<file path="config.mk">
export PLATFORM = sky130hd
export DESIGN_NAME = vga_frame_reader
export DESIGN_NICKNAME = d
export VERILOG_FILES = /design/src/rtl/vga_frame_reader_pkg.sv /design/src/rtl/vga_frame_reader_timing_gen.sv /design/src/rtl/vga_frame_reader.sv
export SDC_FILE = /design/constraint.sdc
export NUM_CORES = 1
export LEC_CHECK = 0
export CAP_MARGIN = 5
export CORE_ASPECT_RATIO = 0.7
export CORE_MARGIN = 2
export CORE_UTILIZATION = 30
export CTS_BUF_LIST = sky130_fd_sc_hd__clkbuf_16
export CTS_CLUSTER_DIAMETER = 120
export CTS_CLUSTER_SIZE = 20
export DETAILED_ROUTE_END_ITERATION = 10
export HOLD_SLACK_MARGIN = 0.06
export PLACE_DENSITY_LB_ADDON = 0.15
export SYNTH_ARGS = -nofsm -noshare
export SYNTH_HDL_FRONTEND = slang
export SYNTH_SLANG_ARGS = --single-unit
</file>
<file path="constraint.sdc">
create_clock -name clk -period 2.8 [get_ports clk]
set_clock_uncertainty 0.15 [all_clocks]
set_input_delay 0.56 -clock clk [delete_from_list [all_inputs] [get_ports clk]]
set_output_delay 0.56 -clock clk [all_outputs]
set_load 0.01 [all_outputs]
</file>
<file path="src/rtl/vga_frame_reader_pkg.sv">
// Shared constants and types for the read side of the ping-pong frame buffer:
// default 640x480@60 timing, window geometry, RGB565 colours and the reader FSM state.
package vga_frame_reader_pkg;

  localparam int unsigned CntW = 10;

  localparam int unsigned DefHAct  = 640;
  localparam int unsigned DefHFp   = 16;
  localparam int unsigned DefHSync = 96;
  localparam int unsigned DefHBp   = 48;
  localparam int unsigned DefVAct  = 480;
  localparam int unsigned DefVFp   = 10;
  localparam int unsigned DefVSync = 2;
  localparam int unsigned DefVBp   = 33;

  localparam int unsigned DefWinX  = 160;
  localparam int unsigned DefWinY  = 140;
  localparam int unsigned DefWinW  = 320;
  localparam int unsigned DefWinH  = 200;
  localparam int unsigned DefRdLat = 2;

  localparam logic [15:0] ColorFg     = 16'hFFFF;
  localparam logic [15:0] ColorBg     = 16'h0000;
  localparam logic [15:0] ColorBorder = 16'h001F;
  localparam logic [15:0] ColorBlank  = 16'h0000;

  typedef enum logic [0:0] {StWaitFirst, StRun} state_e;

  // Compare first so the unsigned offset subtraction can never wrap.
  function automatic logic in_span(input logic [CntW-1:0] pos, input logic [CntW-1:0] lo,
                                   input logic [CntW-1:0] len);
    logic [CntW-1:0] off;
    if (pos < lo) return 1'b0;
    off = pos - lo;
    return off < len;
  endfunction

endpackage

</file>
<file path="src/rtl/vga_frame_reader_timing_gen.sv">
// Free-running VGA raster counters with raw (undelayed) syncs, active flag and the
// frame-boundary strobe on the last pixel of the last line.
module vga_frame_reader_timing_gen
  import vga_frame_reader_pkg::*;
#(
  parameter int unsigned HAct  = DefHAct,
  parameter int unsigned HFp   = DefHFp,
  parameter int unsigned HSync = DefHSync,
  parameter int unsigned HBp   = DefHBp,
  parameter int unsigned VAct  = DefVAct,
  parameter int unsigned VFp   = DefVFp,
  parameter int unsigned VSync = DefVSync,
  parameter int unsigned VBp   = DefVBp
) (
  input  logic            clk_i,
  input  logic            rst_i,
  output logic [CntW-1:0] hcnt_o,
  output logic [CntW-1:0] vcnt_o,
  output logic            hsync_o,
  output logic            vsync_o,
  output logic            active_o,
  output logic            fb_o
);

  localparam int unsigned HTotal = HAct + HFp + HSync + HBp;
  localparam int unsigned VTotal = VAct + VFp + VSync + VBp;

  localparam logic [CntW-1:0] HLast    = CntW'(HTotal - 1);
  localparam logic [CntW-1:0] VLast    = CntW'(VTotal - 1);
  localparam logic [CntW-1:0] HActEnd  = CntW'(HAct);
  localparam logic [CntW-1:0] VActEnd  = CntW'(VAct);
  localparam logic [CntW-1:0] HSyncLo  = CntW'(HAct + HFp);
  localparam logic [CntW-1:0] HSyncHi  = CntW'(HAct + HFp + HSync);
  localparam logic [CntW-1:0] VSyncLo  = CntW'(VAct + VFp);
  localparam logic [CntW-1:0] VSyncHi  = CntW'(VAct + VFp + VSync);

  logic [CntW-1:0] hcnt_q, hcnt_d;
  logic [CntW-1:0] vcnt_q, vcnt_d;

  always_comb begin
    hcnt_d = hcnt_q + CntW'(1);
    vcnt_d = vcnt_q;
    if (hcnt_q == HLast) begin
      hcnt_d = '0;
      vcnt_d = (vcnt_q == VLast) ? '0 : vcnt_q + CntW'(1);
    end
  end

  always_ff @(posedge clk_i or posedge rst_i) begin
    if (rst_i) begin
      hcnt_q <= '0;
      vcnt_q <= '0;
    end else begin
      hcnt_q <= hcnt_d;
      vcnt_q <= vcnt_d;
    end
  end

  assign hcnt_o   = hcnt_q;
  assign vcnt_o   = vcnt_q;
  assign hsync_o  = !((hcnt_q >= HSyncLo) && (hcnt_q < HSyncHi));
  assign vsync_o  = !((vcnt_q >= VSyncLo) && (vcnt_q < VSyncHi));
  assign active_o = (hcnt_q < HActEnd) && (vcnt_q < VActEnd);
  assign fb_o     = (hcnt_q == HLast) && (vcnt_q == VLast);

endmodule

</file>
<file path="src/rtl/vga_frame_reader.sv">
// Read side of the ping-pong frame buffer: fetches the 1-bit window from the bank not being
// written, drives RGB565 plus syncs, and swaps banks with the writer at frame boundaries.
module vga_frame_reader
  import vga_frame_reader_pkg::*;
#(
  parameter int unsigned HAct  = DefHAct,
  parameter int unsigned HFp   = DefHFp,
  parameter int unsigned HSync = DefHSync,
  parameter int unsigned HBp   = DefHBp,
  parameter int unsigned VAct  = DefVAct,
  parameter int unsigned VFp   = DefVFp,
  parameter int unsigned VSync = DefVSync,
  parameter int unsigned VBp   = DefVBp,
  parameter int unsigned WinX  = DefWinX,
  parameter int unsigned WinY  = DefWinY,
  parameter int unsigned WinW  = DefWinW,
  parameter int unsigned WinH  = DefWinH,
  parameter int unsigned RdLat = DefRdLat
) (
  input  logic        clk,
  input  logic        rst,
  input  logic        wr_end,
  input  logic        din,
  output logic [15:0] rd_addr,
  output logic        rd_en,
  output logic        rd_end,
  output logic        rd_addr_sel,
  output logic        vga_hsync,
  output logic        vga_vsync,
  output logic [15:0] vga_rgb
);

  // One registered read stage plus the RAM latency.
  localparam int unsigned Lat = 1 + RdLat;

  localparam logic [15:0]     AddrLast = 16'(WinW * WinH - 1);
  localparam logic [CntW-1:0] WinXC    = CntW'(WinX);
  localparam logic [CntW-1:0] WinYC    = CntW'(WinY);
  localparam logic [CntW-1:0] WinWC    = CntW'(WinW);
  localparam logic [CntW-1:0] WinHC    = CntW'(WinH);

  logic [CntW-1:0] hcnt, vcnt;
  logic            hsync_raw, vsync_raw, active_raw, fb;

  vga_frame_reader_timing_gen #(
    .HAct  (HAct),
    .HFp   (HFp),
    .HSync (HSync),
    .HBp   (HBp),
    .VAct  (VAct),
    .VFp   (VFp),
    .VSync (VSync),
    .VBp   (VBp)
  ) u_timing (
    .clk_i    (clk),
    .rst_i    (rst),
    .hcnt_o   (hcnt),
    .vcnt_o   (vcnt),
    .hsync_o  (hsync_raw),
    .vsync_o  (vsync_raw),
    .active_o (active_raw),
    .fb_o     (fb)
  );

  state_e         state_q, state_d;
  logic           sel_q, sel_d;
  logic           rd_end_q, rd_end_d;
  logic [15:0]    addr_q, addr_d;
  logic [Lat-1:0] hs_q, hs_d, vs_q, vs_d, act_q, act_d, win_q, win_d, rd_q, rd_d;
  logic           in_win;

  always_comb begin
    in_win = active_raw && in_span(hcnt, WinXC, WinWC) && in_span(vcnt, WinYC, WinHC);

    state_d  = state_q;
    sel_d    = sel_q;
    rd_end_d = 1'b0;
    // Swap only in the blanking-time FB cycle so no read is in flight across it.
    if (fb && wr_end) begin
      state_d  = StRun;
      sel_d    = ~sel_q;
      rd_end_d = 1'b1;
    end

    hs_d  = {hs_q[Lat-2:0], hsync_raw};
    vs_d  = {vs_q[Lat-2:0], vsync_raw};
    act_d = {act_q[Lat-2:0], active_raw};
    win_d = {win_q[Lat-2:0], in_win};
    rd_d  = {rd_q[Lat-2:0], (state_q == StRun) && in_win};

    // rd_q[0] is the live rd_en: the current address is consumed this cycle.
    addr_d = addr_q;
    if (fb) begin
      addr_d = '0;
    end else if (rd_q[0]) begin
      addr_d = (addr_q == AddrLast) ? '0 : addr_q + 16'd1;
    end
  end

  always_ff @(posedge clk or posedge rst) begin
    if (rst) begin
      state_q  <= StWaitFirst;
      sel_q    <= 1'b0;
      rd_end_q <= 1'b0;
      addr_q   <= '0;
      hs_q     <= '1;
      vs_q     <= '1;
      act_q    <= '0;
      win_q    <= '0;
      rd_q     <= '0;
    end else begin
      state_q  <= state_d;
      sel_q    <= sel_d;
      rd_end_q <= rd_end_d;
      addr_q   <= addr_d;
      hs_q     <= hs_d;
      vs_q     <= vs_d;
      act_q    <= act_d;
      win_q    <= win_d;
      rd_q     <= rd_d;
    end
  end

  assign rd_en       = rd_q[0];
  assign rd_addr     = addr_q;
  assign rd_end      = rd_end_q;
  assign rd_addr_sel = sel_q;
  assign vga_hsync   = hs_q[Lat-1];
  assign vga_vsync   = vs_q[Lat-1];

  // Delayed flags line up with din, which returns RdLat cycles after rd_en.
  always_comb begin
    vga_rgb = ColorBlank;
    if (act_q[Lat-1]) begin
      if (!win_q[Lat-1]) begin
        vga_rgb = ColorBorder;
      end else if (rd_q[Lat-1] && din) begin
        vga_rgb = ColorFg;
      end else begin
        vga_rgb = ColorBg;
      end
    end
  end

endmodule

</file>
==> results.tsv, run 1 <==
metric	value	unit
status	completed	
Routed Antenna Nets	0	
drt drc	0	
Root Driver	clkbuf_16	
full die area	0.0101	mm2
global-route wire length before repair	10200	um
largest net degree at the start of global routing	39	
CP max stage cell	clkdlybuf4s50_1	
#FFs+latches synth	54	
NumNets Final	318	
Worst Setup Slack, final	0.166	ns
Tot GR Track Use	0.130	
via count	2010	
Seq/Total Area, Yosys	0.489	
peak supply drop	0.000238	V
clock latency on the worst-skew pair	0.30	ns
via-per-instance ratio	4.67	
row count	29	
max-cap violation count	0	
setup TNS	0	ns
# diodes	0	
Initial Util	0.307	
CP Capture Type	output port	
number of antenna violations at the first check in global routing	0	
port buffer count	40	
pre-CTS setup slack	0.151	ns
Synth Area per Inst	10.1	um2
Syn Nets	288	
worst-path cell chain	clkdlybuf4s50_1 -> nand2_1 -> a21boi_0 -> buf_4 -> clkdlybuf4s50_1	
Ports	41	
synth warn	0	
share of the synthesized area in the top cell type	0.433	
Top Family by Delay on Critical Path	buffers and inverters	
final-report max-slew violation count	0	
CTS tree	built	
Buf+Inv Stages, Crit Path	3	
ys flop type	dfrtp_1	
post-synthesis cell area	0.00278	mm2
CTS sink count	54	
total grt overflow	0	
die height	84.5	um
required time of the critical path	2.09	ns
final setup fails	0	
PD cells	430	mW/mm2
clock tree buffer depth	2	
Final Cycle Share	0.941	
unique cell type count in the Yosys netlist	54	
Slew @ Worst Pin	0.575	ns
DP HPWL	4210	um
core area	0.00903	mm2
share of cells above drive strength 1	0.105	
Setup Fix Bufs, Post-CTS	0	
crit-path most repeated cell	clkdlybuf4s50_1	
WHS	0.202	ns
CTS resizes	0	
Die X	119	um
cell taking the most area after synthesis	dfrtp_1	
hold crit path type	reg2reg	
Mapped Cells	275	
ys async rst share	1.00	
TritonRoute pass-1 iters	4	
startpoint types	input pin	
Routed Wire Length	5880	um
Slew HR	0.611	
WL per Instance	13.7	um
Max Freq	0.380	GHz
FF+latch area	0.00136	mm2
Period minus WS final	2.63	ns
RD Place Congestion	0.808	
CP Class	in2out	
Hold Fails Final Rpt	0	
cts hold-fix bufs	0	
Layout area overhead	22.0	%
EDFF count, synth	0	
RSZ-0062 raised after global routing	no	
vias in the first global route	1905	
Worst Path Max Fanout	5	
crit path DAT	1.92	ns
Iteration-0 DRC Markers	127	
Lkg Pwr	1.42	nW
synth top area cells	dfrtp_1, dfstp_2, xor2_1, ha_1, nor2_1	
TritonCTS Buffers	5	
area of the multi-input gates	0.00121	mm2
max incr delay on CP	0.53	ns
Max H-tree Level	2	
Layout fillers	880	
Worst-path clk slew	0.08	ns
## stage by stage
stage,total power [W],utilization,instances,instance area [um2]
2_1_floorplan,0.000806,-,275,2780
3_5_place_dp,0.000820,0.358,422,3240
5_1_grt,0.00153,0.375,430,3390
3_3_place_gp,0.000820,0.358,422,3240
4_1_cts,0.00149,0.375,430,3390
6_report,0.00145,0.375,430,3390
## sequential cells by signal, summed over array words and instances (netlist names)
register / cells
u_timing.hcnt_o: 10
rd_addr: 16
rd_addr_sel: 1
act_q: 3
win_q: 3
hs_q: 3
rd_end: 1
state_q: 1
rd_q: 3
vs_q: 3
u_timing.vcnt_o: 10
## layout by cell type, fill, tap and decap left out, types with 7 or more instances in the layout
cell type	n
a21oi_1	10
clkdlybuf4s50_1	40
nand2_1	20
dfrtp_1	48
ha_1	9
nand3_1	15
inv_1	10
o21ai_0	7
xor2_1	14
xnor2_1	10
nand4_1	8
nor2_1	29
## routing by layer
layer	track usage	routed length, um	vias to the layer above
met4	0.0357	68	0
met3	0.0469	329	5
met5	0	0	-
met1	0.200	3130	955
met2	0.166	2360	43
li1	-	-	1007
## area by class of cell
cell class	count	area share
sequential	54	0.401
multi-input combinational	186	0.359
timing repair buffer	47	0.137
tap	124	0.0458
clock buffer	5	0.0369
inverter	11	0.0122
clock inverter	3	0.00776
## path summary, 6_finish.rpt
path	from	endpoint	slack [ns]	cells past startpoint
setup / recovery	din	vga_rgb[0]	0.17	5
hold / removal	rd_q[1]$_DFF_PP0_	rd_q[2]$_DFF_PP0_	0.20	0
setup reg to reg	u_timing.vcnt_o[3]$_DFFE_PP0N_	rd_addr[7]$_DFFE_PP0P_	0.29	6
hold reg to reg	rd_q[1]$_DFF_PP0_	rd_q[2]$_DFF_PP0_	0.20	0
max in group asynchronous	rst	hs_q[0]$_DFF_PP1_	1.45	3
min in group asynchronous	rst	win_q[0]$_DFF_PP0_	0.43	2
## synth_stat cells (4+ instances only)
| cell type | n |
|---|---|
| nand4_1 | 8 |
| nor3_1 | 4 |
| o21ai_0 | 7 |
| nand2_1 | 20 |
| buf_4 | 14 |
| xnor2_1 | 10 |
| ha_1 | 9 |
| clkbuf_1 | 5 |
| xor2_1 | 14 |
| or4_1 | 4 |
| and3_1 | 6 |
| nand3_1 | 15 |
| nand2b_1 | 5 |
| nor2_1 | 29 |
| inv_1 | 11 |
| a21oi_1 | 10 |
| dfstp_2 | 6 |
| dfrtp_1 | 48 |
## cells by family after synthesis
kind of cell,synth area share
compound gates,0.0847
xor+xnor,0.0757
fa+ha+maj,0.0406
buf+inv,0.0730
flops,0.489
mux,0.00406
simple gates,0.233
## power by group
group / internal, W / leakage, nW / switching (W)
combinational: 0.00000667 / 0.643 / 0.0000168
sequential: 0.000780 / 0.704 / 0
clock: 0.000340 / 0.0748 / 0.000311
total: 0.00113 / 1.42 / 0.000328
(Power assumes the default switching activity.)
==> inputs of run 2 (changes only) <==
CTS_CLUSTER_SIZE = unset   (was 20)
SKIP_CTS_REPAIR_TIMING = 1   (was unset)
==> results of run 2 <==
Final layout, timing and power as in run 1 (identical DEF).
